## src/rtl/frfb_sram_resp.sv

```systemverilog
// Frame-buffer bus responder: runs single-word requests on an async SRAM
// with programmable wait states and returns a per-direction done pulse.
module frfb_sram_resp #(
    parameter int ADDR_W      = 15,
    parameter int DATA_W      = 16,
    parameter int INIT_CYCLES = 1024,
    parameter int WAIT_CYCLES = 2,
    parameter int ACK_CYCLES  = 2
) (
    input  logic              clk,
    input  logic              rst,
    input  logic [ADDR_W-1:0] sys_addr,
    input  logic              sys_adsn,
    input  logic              sys_r_wn,
    input  logic [DATA_W-1:0] sys_wdata,
    output logic [DATA_W-1:0] sys_rdata,
    output logic              sys_init_done,
    output logic              done_w,
    output logic              done_r,
    output logic              sys_err,
    output logic [ADDR_W-1:0] sram_addr,
    output logic [DATA_W-1:0] sram_dq_o,
    input  logic [DATA_W-1:0] sram_dq_i,
    output logic              sram_dq_oe,
    output logic              sram_ce_n,
    output logic              sram_oe_n,
    output logic              sram_we_n
);

    // state    | meaning
    // INIT     | power-up settle count, requests ignored
    // IDLE     | waiting for sys_adsn
    // W_SETUP  | chip enabled, data driven, we_n still high
    // W_PULSE  | we_n low for WAIT_CYCLES
    // W_HOLD   | we_n high, data and ce_n held
    // R_SETUP  | chip and output enabled
    // R_WAIT   | read access time, data captured on exit
    // ACK      | done pulse for ACK_CYCLES
    typedef enum logic [2:0] {
        INIT, IDLE, W_SETUP, W_PULSE, W_HOLD, R_SETUP, R_WAIT, ACK
    } state_t;

    localparam int WW = $clog2(WAIT_CYCLES) + 1;
    localparam int KW = $clog2(ACK_CYCLES) + 1;
    localparam int IW = $clog2(INIT_CYCLES + 1);

    localparam logic [WW-1:0] WAIT_LD = WW'(WAIT_CYCLES - 1);
    localparam logic [KW-1:0] ACK_LD  = KW'(ACK_CYCLES - 1);
    localparam logic [IW-1:0] INIT_TC = IW'(INIT_CYCLES);

    state_t        state;
    logic [WW-1:0] wait_cnt;
    logic [KW-1:0] ack_cnt;
    logic [IW-1:0] init_cnt;

    always_ff @(posedge clk) begin
        if (rst) begin
            state         <= INIT;
            wait_cnt      <= '0;
            ack_cnt       <= '0;
            init_cnt      <= '0;
            sys_init_done <= 1'b0;
            done_w        <= 1'b0;
            done_r        <= 1'b0;
            sys_err       <= 1'b0;
            sram_dq_oe    <= 1'b0;
            sram_ce_n     <= 1'b1;
            sram_oe_n     <= 1'b1;
            sram_we_n     <= 1'b1;
            sram_addr     <= '0;
            sram_dq_o     <= '0;
            sys_rdata     <= '0;
        end else begin
            // A strobe while busy is flagged and otherwise dropped.
            if (!sys_adsn && state != IDLE && state != INIT)
                sys_err <= 1'b1;

            case (state)
                INIT: begin
                    if (init_cnt == INIT_TC) begin
                        state         <= IDLE;
                        sys_init_done <= 1'b1;
                    end else begin
                        init_cnt <= init_cnt + 1'b1;
                    end
                end
                IDLE: begin
                    if (!sys_adsn) begin
                        sram_addr <= sys_addr;
                        sram_dq_o <= sys_wdata;
                        sram_ce_n <= 1'b0;
                        if (sys_r_wn) begin
                            state      <= R_SETUP;
                            sram_oe_n  <= 1'b0;
                            sram_dq_oe <= 1'b0;
                        end else begin
                            state      <= W_SETUP;
                            sram_dq_oe <= 1'b1;
                        end
                    end
                end
                W_SETUP: begin
                    state     <= W_PULSE;
                    sram_we_n <= 1'b0;
                    wait_cnt  <= WAIT_LD;
                end
                W_PULSE: begin
                    if (wait_cnt == '0) begin
                        state     <= W_HOLD;
                        sram_we_n <= 1'b1;
                    end else begin
                        wait_cnt <= wait_cnt - 1'b1;
                    end
                end
                W_HOLD: begin
                    state      <= ACK;
                    sram_ce_n  <= 1'b1;
                    sram_dq_oe <= 1'b0;
                    done_w     <= 1'b1;
                    ack_cnt    <= ACK_LD;
                end
                R_SETUP: begin
                    state    <= R_WAIT;
                    wait_cnt <= WAIT_LD;
                end
                R_WAIT: begin
                    if (wait_cnt == '0) begin
                        state     <= ACK;
                        sys_rdata <= sram_dq_i;
                        sram_ce_n <= 1'b1;
                        sram_oe_n <= 1'b1;
                        done_r    <= 1'b1;
                        ack_cnt   <= ACK_LD;
                    end else begin
                        wait_cnt <= wait_cnt - 1'b1;
                    end
                end
                ACK: begin
                    if (ack_cnt == '0) begin
                        state  <= IDLE;
                        done_w <= 1'b0;
                        done_r <= 1'b0;
                    end else begin
                        ack_cnt <= ack_cnt - 1'b1;
                    end
                end
                default: state <= INIT;
            endcase
        end
    end

endmodule

```

## config.mk

```make
export PLATFORM = sky130hd
export DESIGN_NAME = frfb_sram_resp
export DESIGN_NICKNAME = d
export VERILOG_FILES = /design/src/rtl/frfb_sram_resp.sv
export SDC_FILE = /design/constraint.sdc
export NUM_CORES = 1
export LEC_CHECK = 0
export CAP_MARGIN = 40
export CORE_AREA = 2 2 82 84
export DETAILED_ROUTE_END_ITERATION = 7
export DIE_AREA = 0 0 84 86
export PLACE_DENSITY_LB_ADDON = 0.08
export SYNTH_ARGS = -nofsm -noshare
export SYNTH_HDL_FRONTEND = slang
export SYNTH_SLANG_ARGS = --single-unit
```

## constraint.sdc

```tcl
create_clock -name clk -period 2.5 [get_ports clk]
set_input_delay 0.375 -clock clk [delete_from_list [all_inputs] [get_ports clk]]
set_output_delay 0.375 -clock clk [all_outputs]
set_load 0.02 [all_outputs]
```

== Word-level counts from Yosys, hierarchy flattened ==
Cells that the tools add are included.
Storage, ports and cells
  bits of input ports: 51
  flip-flop bits (word level): 73
  logic and storage cells: 92
Operators by class
  equal/unequal tests: 17
  multiplexer cells: 25
  $add $sub $neg: 3
  bitwise logic cells: 2
  reduce and logical (&&, ||, !) cells: 30
Operator list (count)
  case mux 3 bit (8 select lines): 1
  2-to-1 mux 3 bit: 6
  != test 2 bit, second input constant: 8
  AND reduction 2 bit: 8
  equality test 3 bit, second input constant: 4
  nonzero test 2 bit: 6
  adder 11 x 1 -> 11 bit, second input constant: 1
  equality test 11 bit, second input constant: 1
  case mux 1 bit (2 select lines): 5
  AND reduction 3 bit: 3
  nonzero test 3 bit: 3
  2-to-1 mux 1 bit: 7
  equality test 3 x 2 -> 1 bit, second input constant: 2
  2-to-1 mux 2 bit: 3
  case mux 2 bit (3 select lines): 1
  AND reduction 5 bit: 1
  logical NOT 2 bit: 2
  case mux 2 bit (2 select lines): 1
  AND reduction 4 bit: 1
  OR reduction 2 bit: 2
  subtractor 2 x 1 -> 2 bit, second input constant: 2
  equality test 3 x 1 -> 1 bit, second input constant: 1
  logical NOT 3 bit: 1
  != test 3 x 1 -> 1 bit, second input constant: 1
  4 further kinds: 6

== Depth between registers and ports, before layout ==
Gate-level depths: netlist of run 1.
  depth in word-level cells: 4
  depth in mapped cells: 8
  depth with buffers taken out: 6

== Worst setup path after synthesis of run 1 ==
No wires, ideal clock.
  kind: reg-to-reg
  start point: register wait_cnt[0]
  end point: register sys_rdata[8]
  slack: 0.797 ns
  buffers on the path: 3
  cell stages (with the launch flop): 9
  library setup time: 0.070 ns
  data required time: 2.430 ns
  arrival: 1.633 ns
  clock period less this slack: 1.703 ns
  cells stage by stage: dfxtp_1 > inv_1 > ha_1 > clkbuf_1 > and3_1 > clkbuf_1 > clkbuf_1 > nand2_1 > a21oi_1
Between the ends
  word-level cells in the longest chain between the ends: 2
RTL lines
  start, declared: line 52  | logic [WW-1:0] wait_cnt;
  start signal, assigned: line 112  | wait_cnt <= wait_cnt - 1'b1;
  start signal, assigned: line 135  | wait_cnt <= wait_cnt - 1'b1;
  logical NOT 2 bit: line 127  | if (wait_cnt == '0) begin
  AND reduction 2 bit (no line)
  end signal, assigned: line 129  | sys_rdata <= sram_dq_i;
  end, declared: line 16  | output logic [DATA_W-1:0] sys_rdata,
No other way between the ends.
A chain may end at the register's enable or synchronous reset.

== Final worst setup path of run 1 ==
  start point: register state[2]
  end point: register init_cnt[9]
Between the ends
  word-level cells in the longest chain between the ends: 2
RTL lines
  start, declared: line 51  | state_t state;
  start signal, assigned: line 58  | state <= INIT;
  start signal, assigned: line 81  | state <= IDLE;
  start signal, assigned: line 93  | state <= R_SETUP;
  logical NOT 3 bit: line 78  | case (state)
  AND reduction 2 bit (no line)
  end signal, assigned: line 84  | init_cnt <= init_cnt + 1'b1;
  end, declared: line 54  | logic [IW-1:0] init_cnt;
No other way between the ends.

==> impl_metrics.ini, run 1 <==
[outcome]
run_status = finished clean

[finish]
diodes = 0
drive_above_1_share_pct = 5.88
nets = 526
syn2layout_area_growth_pct = 45.9
fillers = 537

[yosys]
yosys.cell_count.top_type = nand2_1
synthArstFlopShare_pct = 0
synth_nets = 429
syn_area_um2 = 2930
yosysTopAreaCell = dfxtp_1
synth_area_leaders = dfxtp_1 50%, nand2_1 14%, a21oi_1 11%, clkbuf_1 3.1%, nor2_1 2.4%
ys_warn_count = 0
syn_avg_cell_area_um2 = 7.83
syn_inst = 374
ys_ff_latch = 73
synth_commonest_cells = 109 x nand2_1, 73 x dfxtp_1, 63 x a21oi_1
synth_edf_count = 0
synth.distinct_cells = 40
synth_top_area_share_pct = 49.9
ys.flop_type = dfxtp_1
seq_area_frac_synth_pct = 49.9

[timing]
finalSetupViolCount = 0
fmax_mhz = 488
finClkSkew_ps = 7.05
holdWs_ps = 453
worst_pin_slew_ps = 806
slew_headroom_pct = 46.3
period_needed_ps = 2050
tns_ps = 0
finalHoldViolations = 0
min_period_over_period_pct = 81.9
maxSlewViolCount = 0
rsz0062_at_grt = no

[drt]
wl_mm = 7.34
dr.pass1.iters = 4
viasPerCell = 5.05
vias = 2794
dr.first_iter.drc_count = 114
drc_errors = 0
routedWlPerCell_um = 13.3
ant_nets = 0

[floorplan]
dieArea_um2 = 7220
dieHeight_um = 86
start_util_pct = 46.6
rows = 29
io_pins = 106
core_um2 = 6280
die_x_um = 84

[worst_setup_path]
cp_cell_sequence = or2_1, or4_4, or3_1, a21oi_1
crit_fanout = 22
worst_r2r_path_depth = 4
slowest_stage = or4_4
crit_required_ps = 2760
crit_arrival_ps = 2310
cpPeakStageDelay_ps = 560
r2r-end = init_cnt[9]
critPathTopFamily = simple AND/OR/NAND/NOR gates
r2r_slack_ps = 450
r2r-start = state[2]
path_buf_inv = 0
path_depth = 4
worstSetupStartpointType = flip-flop
crit_path_end_kind = flip-flop
worstSetupPathType = flip-flop to flip-flop

[power_and_ir_drop]
powerDensity_nw_per_um2 = 652
internal_power_mw = 2.11
irDropWorstVdd_v = 0.000422
p_seq_share_pct = 45.2
combinationalPowerShare_pct = 14.9
p_leak_nw = 1.46
swShare_pct = 24.3
clkPwrFrac_pct = 39.9
p_switching_mw = 0.677

[global_routing]
grt_pass1_vias = 2603
track_usage_pct = 20.9
antenna_found_initial = 0
grt_max_degree = 45
grt_pass1_wl_mm = 12.1
overflow = 0

[clock_tree]
clk_path_buf_depth = 2
cts_tree = built
clk_latency_ps = 330
cts_setup_buffers = 0
holdBufCountCts = 0
clkTransAtPathRegs_ps = 70
cts-root-buf = clkbuf_8
htree_levels = 3
cts.sinks = 73
cts_resized = 0
cts-buffers-inserted = 9

[placement]
io_buffers = 105
dp_hpwl_mm = 5.11
gp_congestion = 0.785

[hold_path]
hold_path_class = flip-flop to flip-flop
holdCritStartpoint = sram_dq_o[11]
min_to = sram_dq_o[11]
min_path_cells = 2

[run]
drv_cap = 0
cell families after synthesis:
| kind of cell | Yosys count | share of synthesized area (%) |
|---|---|---|
| simple gates | 165 | 24.4 |
| compound gates | 87 | 16.3 |
| flops | 73 | 49.9 |
| buf+inv | 35 | 4.53 |
| xor+xnor | 6 | 1.80 |
| fa+ha+maj | 5 | 2.05 |
| mux | 3 | 1.03 |
per-layer routing:
metal | wire (um) | vias up | GRT usage, % | part of all wire, %
met4 | 166 | 0 | 10.1 | 2.3
met3 | 413 | 14 | 5.58 | 5.6
met1 | 3330 | 1251 | 25.3 | 45
met2 | 3430 | 86 | 34.5 | 47
li1 | - | 1443 | - | -
met5 | 0 | - | 0 | 0
state kept, by name, summed over array words and instances, names as in the netlist, 2 cells and up:
name,count
sram_dq_o,16
sys_rdata,16
sram_addr,15
init_cnt,11
state,3
ack_cnt,2
wait_cnt,2
worst register-to-register path, cell delays in order (launching register included):
cell	delay, ps
dfxtp_1	520
or2_1	390
or4_4	560
or3_1	380
a21oi_1	140
cell usage in the layout, fill, tap and decap left out, types with 2 or more instances in the layout:
| cell | n |
|---|---|
| nor4_1 | 5 |
| a31oi_1 | 2 |
| mux2i_1 | 3 |
| dfxtp_1 | 73 |
| a211oi_1 | 3 |
| bufinv_16 | 3 |
| clkbuf_8 | 10 |
| inv_1 | 9 |
| xnor2_1 | 5 |
| nor2_1 | 18 |
| buf_4 | 7 |
| nor3_1 | 5 |
| o21ai_0 | 10 |
| and3_1 | 2 |
| nand2b_1 | 6 |
| nand2_1 | 109 |
| nand3_1 | 4 |
| or3_1 | 5 |
| clkdlybuf4s50_1 | 104 |
| ha_1 | 4 |
| or2_2 | 2 |
| a21oi_1 | 63 |
power groups by stage:
stage | clock [mW] | combinational, mW | sequential [mW]
3_3_place_gp | 0 | 0.411 | 1.28
5_1_grt | 1.20 | 0.460 | 1.27
6_report | 1.11 | 0.415 | 1.26
2_1_floorplan | 0 | 0.205 | 1.31
4_1_cts | 1.15 | 0.418 | 1.26
3_5_place_dp | 0 | 0.416 | 1.28
worst max path at each step:
stage,end,slack (ps),startpoint
global placement,init_cnt[9],540,state[2]
finish,init_cnt[9],450,state[2]
floorplan,sys_rdata[8],800,wait_cnt[0]
global route,sys_rdata[1],210,state[2]
detailed placement,init_cnt[9],480,state[2]
CTS,init_cnt[9],460,state[2]
per-stage QoR:
step	worst slack [ps]	power, mW	area (um^2)	util (%)	instances
global route	212	2.93	4270	68.0	553
global placement	541	1.69	4030	64.1	537
detailed placement	482	1.70	4030	64.1	537
CTS	456	2.82	4270	68.0	553
floorplan	797	1.51	2930	-	374
finish	452	2.78	4270	68.0	553
cell type report:
| type | instances | area, um^2 | share of cell area (%) |
|---|---|---|---|
| timing repair buffer | 112 | 1100 | 25.7 |
| clock buffer | 11 | 141 | 3.31 |
| clock inverter | 5 | 103 | 2.40 |
| multi-input combinational | 266 | 1340 | 31.3 |
| inverter | 9 | 33.8 | 0.791 |
| tap | 77 | 96.3 | 2.26 |
| sequential | 73 | 1460 | 34.2 |
No activity file was read; power rests on OpenSTA's default activity.
==> run 2, diff against run 1 <==
--- a/config.mk
+++ b/config.mk
@@ -6,9 +6,9 @@
 export NUM_CORES = 1
 export LEC_CHECK = 0
 export CAP_MARGIN = 40
-export CORE_AREA = 2 2 82 84
+export CORE_AREA = 2 2 85 87
 export DETAILED_ROUTE_END_ITERATION = 7
-export DIE_AREA = 0 0 84 86
+export DIE_AREA = 0 0 87 89
 export PLACE_DENSITY_LB_ADDON = 0.08
 export SYNTH_ARGS = -nofsm -noshare
 export SYNTH_HDL_FRONTEND = slang
==> constraint.sdc (replaced) <==
create_clock -name clk -period 2 [get_ports clk]
set_input_delay 0.3 -clock clk [delete_from_list [all_inputs] [get_ports clk]]
set_output_delay 0.3 -clock clk [all_outputs]
set_load 0.02 [all_outputs]
==> impl_metrics.ini, run 2 (synthesized netlist as in run 1, its figures left out) <==
[finish]
nets = 531
drive_above_1_share_pct = 6.67
syn2layout_area_growth_pct = 49.0
fin_cells = 560
final_common_cell = nand2_1
diodes = 0
layout_common_cells = 109 x nand2_1, 104 x clkdlybuf4s50_1, 73 x dfxtp_1, 63 x a21oi_1, 18 x nor2_1
fillers = 588
largestRegisters = sram_dq_o (16), sys_rdata (16), sram_addr (15)

[global_routing]
grt_pass1_vias = 2549
grt_max_degree = 40
overflow = 0
grt_pass1_wl_mm = 11.9
track_usage_pct = 19.3
antenna_found_initial = 0

[hold_path]
min_to = sram_addr[0]
hold_path_class = flip-flop to flip-flop
holdCritStartpoint = sram_addr[0]
min_path_cells = 2

[timing]
slew_headroom_pct = 50.4
period_needed_ps = 1740
holdWs_ps = 454
maxSlewViolCount = 0
worst_pin_slew_ps = 745
tns_ps = 0
finClkSkew_ps = 5.57
rsz0062_at_grt = no
min_period_over_period_pct = 87.0
finalHoldViolations = 0
fmax_mhz = 575
finalSetupViolCount = 0

[clock_tree]
cts-root-buf = clkbuf_8
holdBufCountCts = 0
cts_tree = built
htree_levels = 3
cts_resized = 0
cts.sinks = 73
clk_path_buf_depth = 2
cts_setup_buffers = 0
clkTransAtPathRegs_ps = 70
cts-buffers-inserted = 9
clk_latency_ps = 330

[worst_setup_path]
worstSetupPathType = flip-flop to flip-flop
critPathTopFamily = simple AND/OR/NAND/NOR gates
crit_required_ps = 2250
worst_r2r_path_depth = 4
path_buf_inv = 0
slowest_stage = or4_4
worstSetupStartpointType = flip-flop
r2r-start = init_cnt[4]
crit_path_end_kind = flip-flop
crit_fanout = 4
r2r-end = init_cnt[9]
cp_cell_sequence = nand4b_1, or4_4, or3_1, a21oi_1
r2r_slack_ps = 260
crit_arrival_ps = 1990
cpPeakStageDelay_ps = 540

[power_and_ir_drop]
powerDensity_nw_per_um2 = 825
p_leak_nw = 1.51
irDropWorstVdd_v = 0.000443
total_power_mw = 3.60

[drt]
dr.first_iter.drc_count = 125
viasPerCell = 5.13
vias = 2875
wl_mm = 7.49
routedWlPerCell_um = 13.4
drc_errors = 0
ant_nets = 0
dr.pass1.iters = 4

[placement]
gp_congestion = 0.781
dp_hpwl_mm = 5.12
dp.cells = 545
io_buffers = 105

[floorplan]
core_um2 = 6720
dieArea_um2 = 7740
start_util_pct = 43.6
rows = 30
die_x_um = 87
dieHeight_um = 89
io_pins = 106

[run]
drv_cap = 0

[outcome]
run_status = finished clean
==> run 2: cell count changes in the layout (fill, tap and decap cells not counted), sizes merged <==
cell      change
buf           +5
bufinv        +1
clkbuf        -1
clkinvlp      -1
==> run 2: through the flow <==
stage	util [%]	cell area [um^2]	setup WS (ps)
after floorplan	-	2930	297
after global placement	61.1	4100	260
after detailed placement	61.1	4100	232
after CTS	64.9	4360	253
after global routing	64.9	4360	168
final	64.9	4360	260
==> run 2: area by class of cell <==
type                       count  area (um^2)  share of cell area [%]
clock buffer                  10          128                    2.93
inverter                       9         33.8                   0.775
sequential                    73         1460                    33.5
clock inverter                 5          129                    2.96
multi-input combinational    266         1340                    30.6
timing repair buffer         117         1170                    26.9
tap                           80          100                    2.30
==> run 2: how the worst max path moves through the flow <==
stage / startpoint / to / slack (ps) / depth (start not counted)
after floorplan: wait_cnt[0] / sys_rdata[8] / 300 / 8
after global placement: sys_adsn / sram_addr[1] / 260 / 6
after detailed placement: sys_adsn / sram_addr[3] / 230 / 6
after CTS: init_cnt[3] / init_cnt[9] / 250 / 4
after global routing: init_cnt[3] / init_cnt[10] / 170 / 4
final: init_cnt[4] / init_cnt[9] / 260 / 4
==> run 2: per-layer routing <==
layer  share of wire [%]  global-route usage [%]  vias to the layer above
li1                    -                       -                     1457
met1                  45                    25.2                     1306
met2                  46                    30.7                      105
met3                 7.7                    5.26                        7
met4                 1.1                    7.10                        0
met5                   0                       0                        -
==> run 2: tightest hold or removal path, cell delays in order (launching register included) <==
cell	delay (ps)
dfxtp_1	310
nand2_1	50
a21oi_1	50
==> run 2: where the power goes <==
| group | switching (mW) | leakage, nW | internal [mW] |
|---|---|---|---|
| clock | 0.525 | 0.127 | 0.951 |
| combinational | 0.278 | 0.791 | 0.277 |
| sequential | 0.0471 | 0.590 | 1.52 |
==> run 3, diff against run 2 <==
--- a/config.mk
+++ b/config.mk
@@ -6,10 +6,11 @@
 export NUM_CORES = 1
 export LEC_CHECK = 0
 export CAP_MARGIN = 40
-export CORE_AREA = 2 2 85 87
+export CORE_AREA = 2 2 89 91
 export DETAILED_ROUTE_END_ITERATION = 7
-export DIE_AREA = 0 0 87 89
-export PLACE_DENSITY_LB_ADDON = 0.08
+export DIE_AREA = 0 0 91 93
+export PLACE_DENSITY = 0.74
+export SETUP_SLACK_MARGIN = 0.02
 export SYNTH_ARGS = -nofsm -noshare
 export SYNTH_HDL_FRONTEND = slang
 export SYNTH_SLANG_ARGS = --single-unit
==> constraint.sdc (replaced) <==
create_clock -name clk -period 1.6 [get_ports clk]
set_input_delay 0.24 -clock clk [delete_from_list [all_inputs] [get_ports clk]]
set_output_delay 0.24 -clock clk [all_outputs]
set_load 0.02 [all_outputs]
==> impl_metrics.ini, run 3 (synthesized netlist as in run 1, its figures left out) <==
[timing]
setup_ws_ps = -23.8
period_needed_ps = 1620
finalHoldViolations = 0
worst_pin_slew_ps = 606
tns_ps = -42.4
finClkSkew_ps = 9.58
slew_headroom_pct = 59.6
fmax_mhz = 616
finalSetupViolCount = 2
rsz0062_at_grt = yes
maxSlewViolCount = 0
min_period_over_period_pct = 101

[global_routing]
antenna_found_initial = 0
overflow = 0
track_usage_pct = 18.3
grt_pass1_vias = 2725
grt_max_degree = 32
grt_pass1_wl_mm = 12.5

[clock_tree]
clk_latency_ps = 350
clkTransAtPathRegs_ps = 80
cts-root-buf = clkbuf_8
cts.sinks = 73
htree_levels = 3
clk_path_buf_depth = 2
cts_tree = built
cts-buffers-inserted = 9
holdBufCountCts = 0
cts_setup_buffers = 0

[finish]
diodes = 0
largestRegisters = sram_dq_o (16), sys_rdata (16), sram_addr (15)
ff_latch_area_um2 = 1470
final_area_um2 = 4580
final_common_cell = nand2_1
layout_common_cells = 109 x nand2_1, 74 x clkdlybuf4s50_1, 68 x dfxtp_1, 62 x a21oi_1, 28 x dlymetal6s2s_1
syn2layout_area_growth_pct = 56.6
drive_above_1_share_pct = 12.3
nets = 546
multiInputGateArea_um2 = 1380
fillers = 700

[floorplan]
die_x_um = 91
io_pins = 106
rows = 32
dieHeight_um = 93
start_util_pct = 38.9
dieArea_um2 = 8460
core_um2 = 7530

[drt]
ant_nets = 0
dr.first_iter.drc_count = 89
viasPerCell = 4.91
wl_mm = 8.05
routedWlPerCell_um = 13.5
drc_errors = 0
dr.pass1.iters = 4
vias = 2935

[placement]
io_buffers = 105
dp_hpwl_mm = 5.70
gp_congestion = 0.782
placed_cell_area_um2 = 4230
post-place-ws_ps = -126

[power_and_ir_drop]
p_switching_mw = 1.13
p_seq_share_pct = 45.2
clkPwrFrac_pct = 37.0
p_leak_nw = 2.04
irDropWorstVdd_v = 0.000486
swShare_pct = 26.3
combinationalPowerShare_pct = 17.8
powerDensity_nw_per_um2 = 941
internal_power_mw = 3.18

[run]
drv_cap = 0

[worst_setup_path]
cpPeakStageDelay_ps = 530
path_buf_inv = 0
cp_cell_sequence = or2_4, or4_4, or3_1, a21oi_1
crit_required_ps = 1880
worstSetupStartpointType = flip-flop
crit_fanout = 4
slowest_stage = or4_4
worstSetupPathType = flip-flop to flip-flop
r2r-start = state[1]
crit_arrival_ps = 1910
critPathTopFamily = simple AND/OR/NAND/NOR gates
crit_path_end_kind = flip-flop
startpoint = state[1]

[outcome]
run_status = finished with violations
violations = setup timing

[hold_path]
hold_path_class = input port to flip-flop
holdCritStartpoint = rst
-- run 3: changes by cell type in the layout (fill, tap and decap cells not counted), sizes merged, moves of 2 or more --
| cell | previous run | this run |
|---|---|---|
| clkdlybuf4s50 | 104 | 74 |
| dlymetal6s2s | 0 | 28 |
| buf | 13 | 28 |
| bufinv | 4 | 2 |
| clkinvlp | 0 | 2 |
| dlygate4sd2 | 0 | 2 |
-- run 3: through the flow --
stage	hold WS, ps	cells	power [mW]	util, %
global route	420	598	4.51	60.9
CTS	384	598	4.33	59.2
finish	391	598	4.31	60.9
global placement	441	582	2.72	56.2
detailed placement	446	582	2.73	56.2
floorplan	329	374	2.36	-
-- run 3: worst paths after layout --
kind	to	slack [ps]	depth (start not counted)
setup / recovery	init_cnt[10]	-20	4
hold / removal	init_cnt[1]	390	2
setup reg to reg	init_cnt[10]	-20	4
hold reg to reg	sys_rdata[0]	450	2
-- run 3: timing repair --
| action | in CTS | in global routing |
|---|---|---|
| gates resized for setup | 5 | 43 |
| pin swaps | 1 | 1 |
| setup endpoints to repair | 6 | 85 |
| endpoints found under the hold margin | 0 | 0 |
-- run 3: final cells by class --
type / instances / share of cell area [%]
Clock inverter: 6 / 2.02
Inverter: 9 / 0.737
Clock buffer: 10 / 2.79
Multi-Input combinational cell: 266 / 30.0
Tap cell: 102 / 2.79
Sequential cell: 73 / 32.0
Timing Repair Buffer: 132 / 29.6
-- run 3: power groups by stage --
stage	clock network [mW]	registers [mW]	logic [mW]
after floorplan	0	2.04	0.321
after global placement	0	1.99	0.734
after detailed placement	0	1.99	0.744
after CTS	1.63	1.95	0.750
after global routing	1.70	1.96	0.843
final	1.59	1.95	0.769
-- run 3: metal layers --
metal	global-route usage, %	wire length [um]	vias to the layer above	part of all wire [%]
met2	31.8	4100	84	51
met5	0	0	-	0
met1	21.2	3290	1352	41
met3	4.35	478	13	5.9
met4	8.96	174	0	2.2
li1	-	-	1486	-
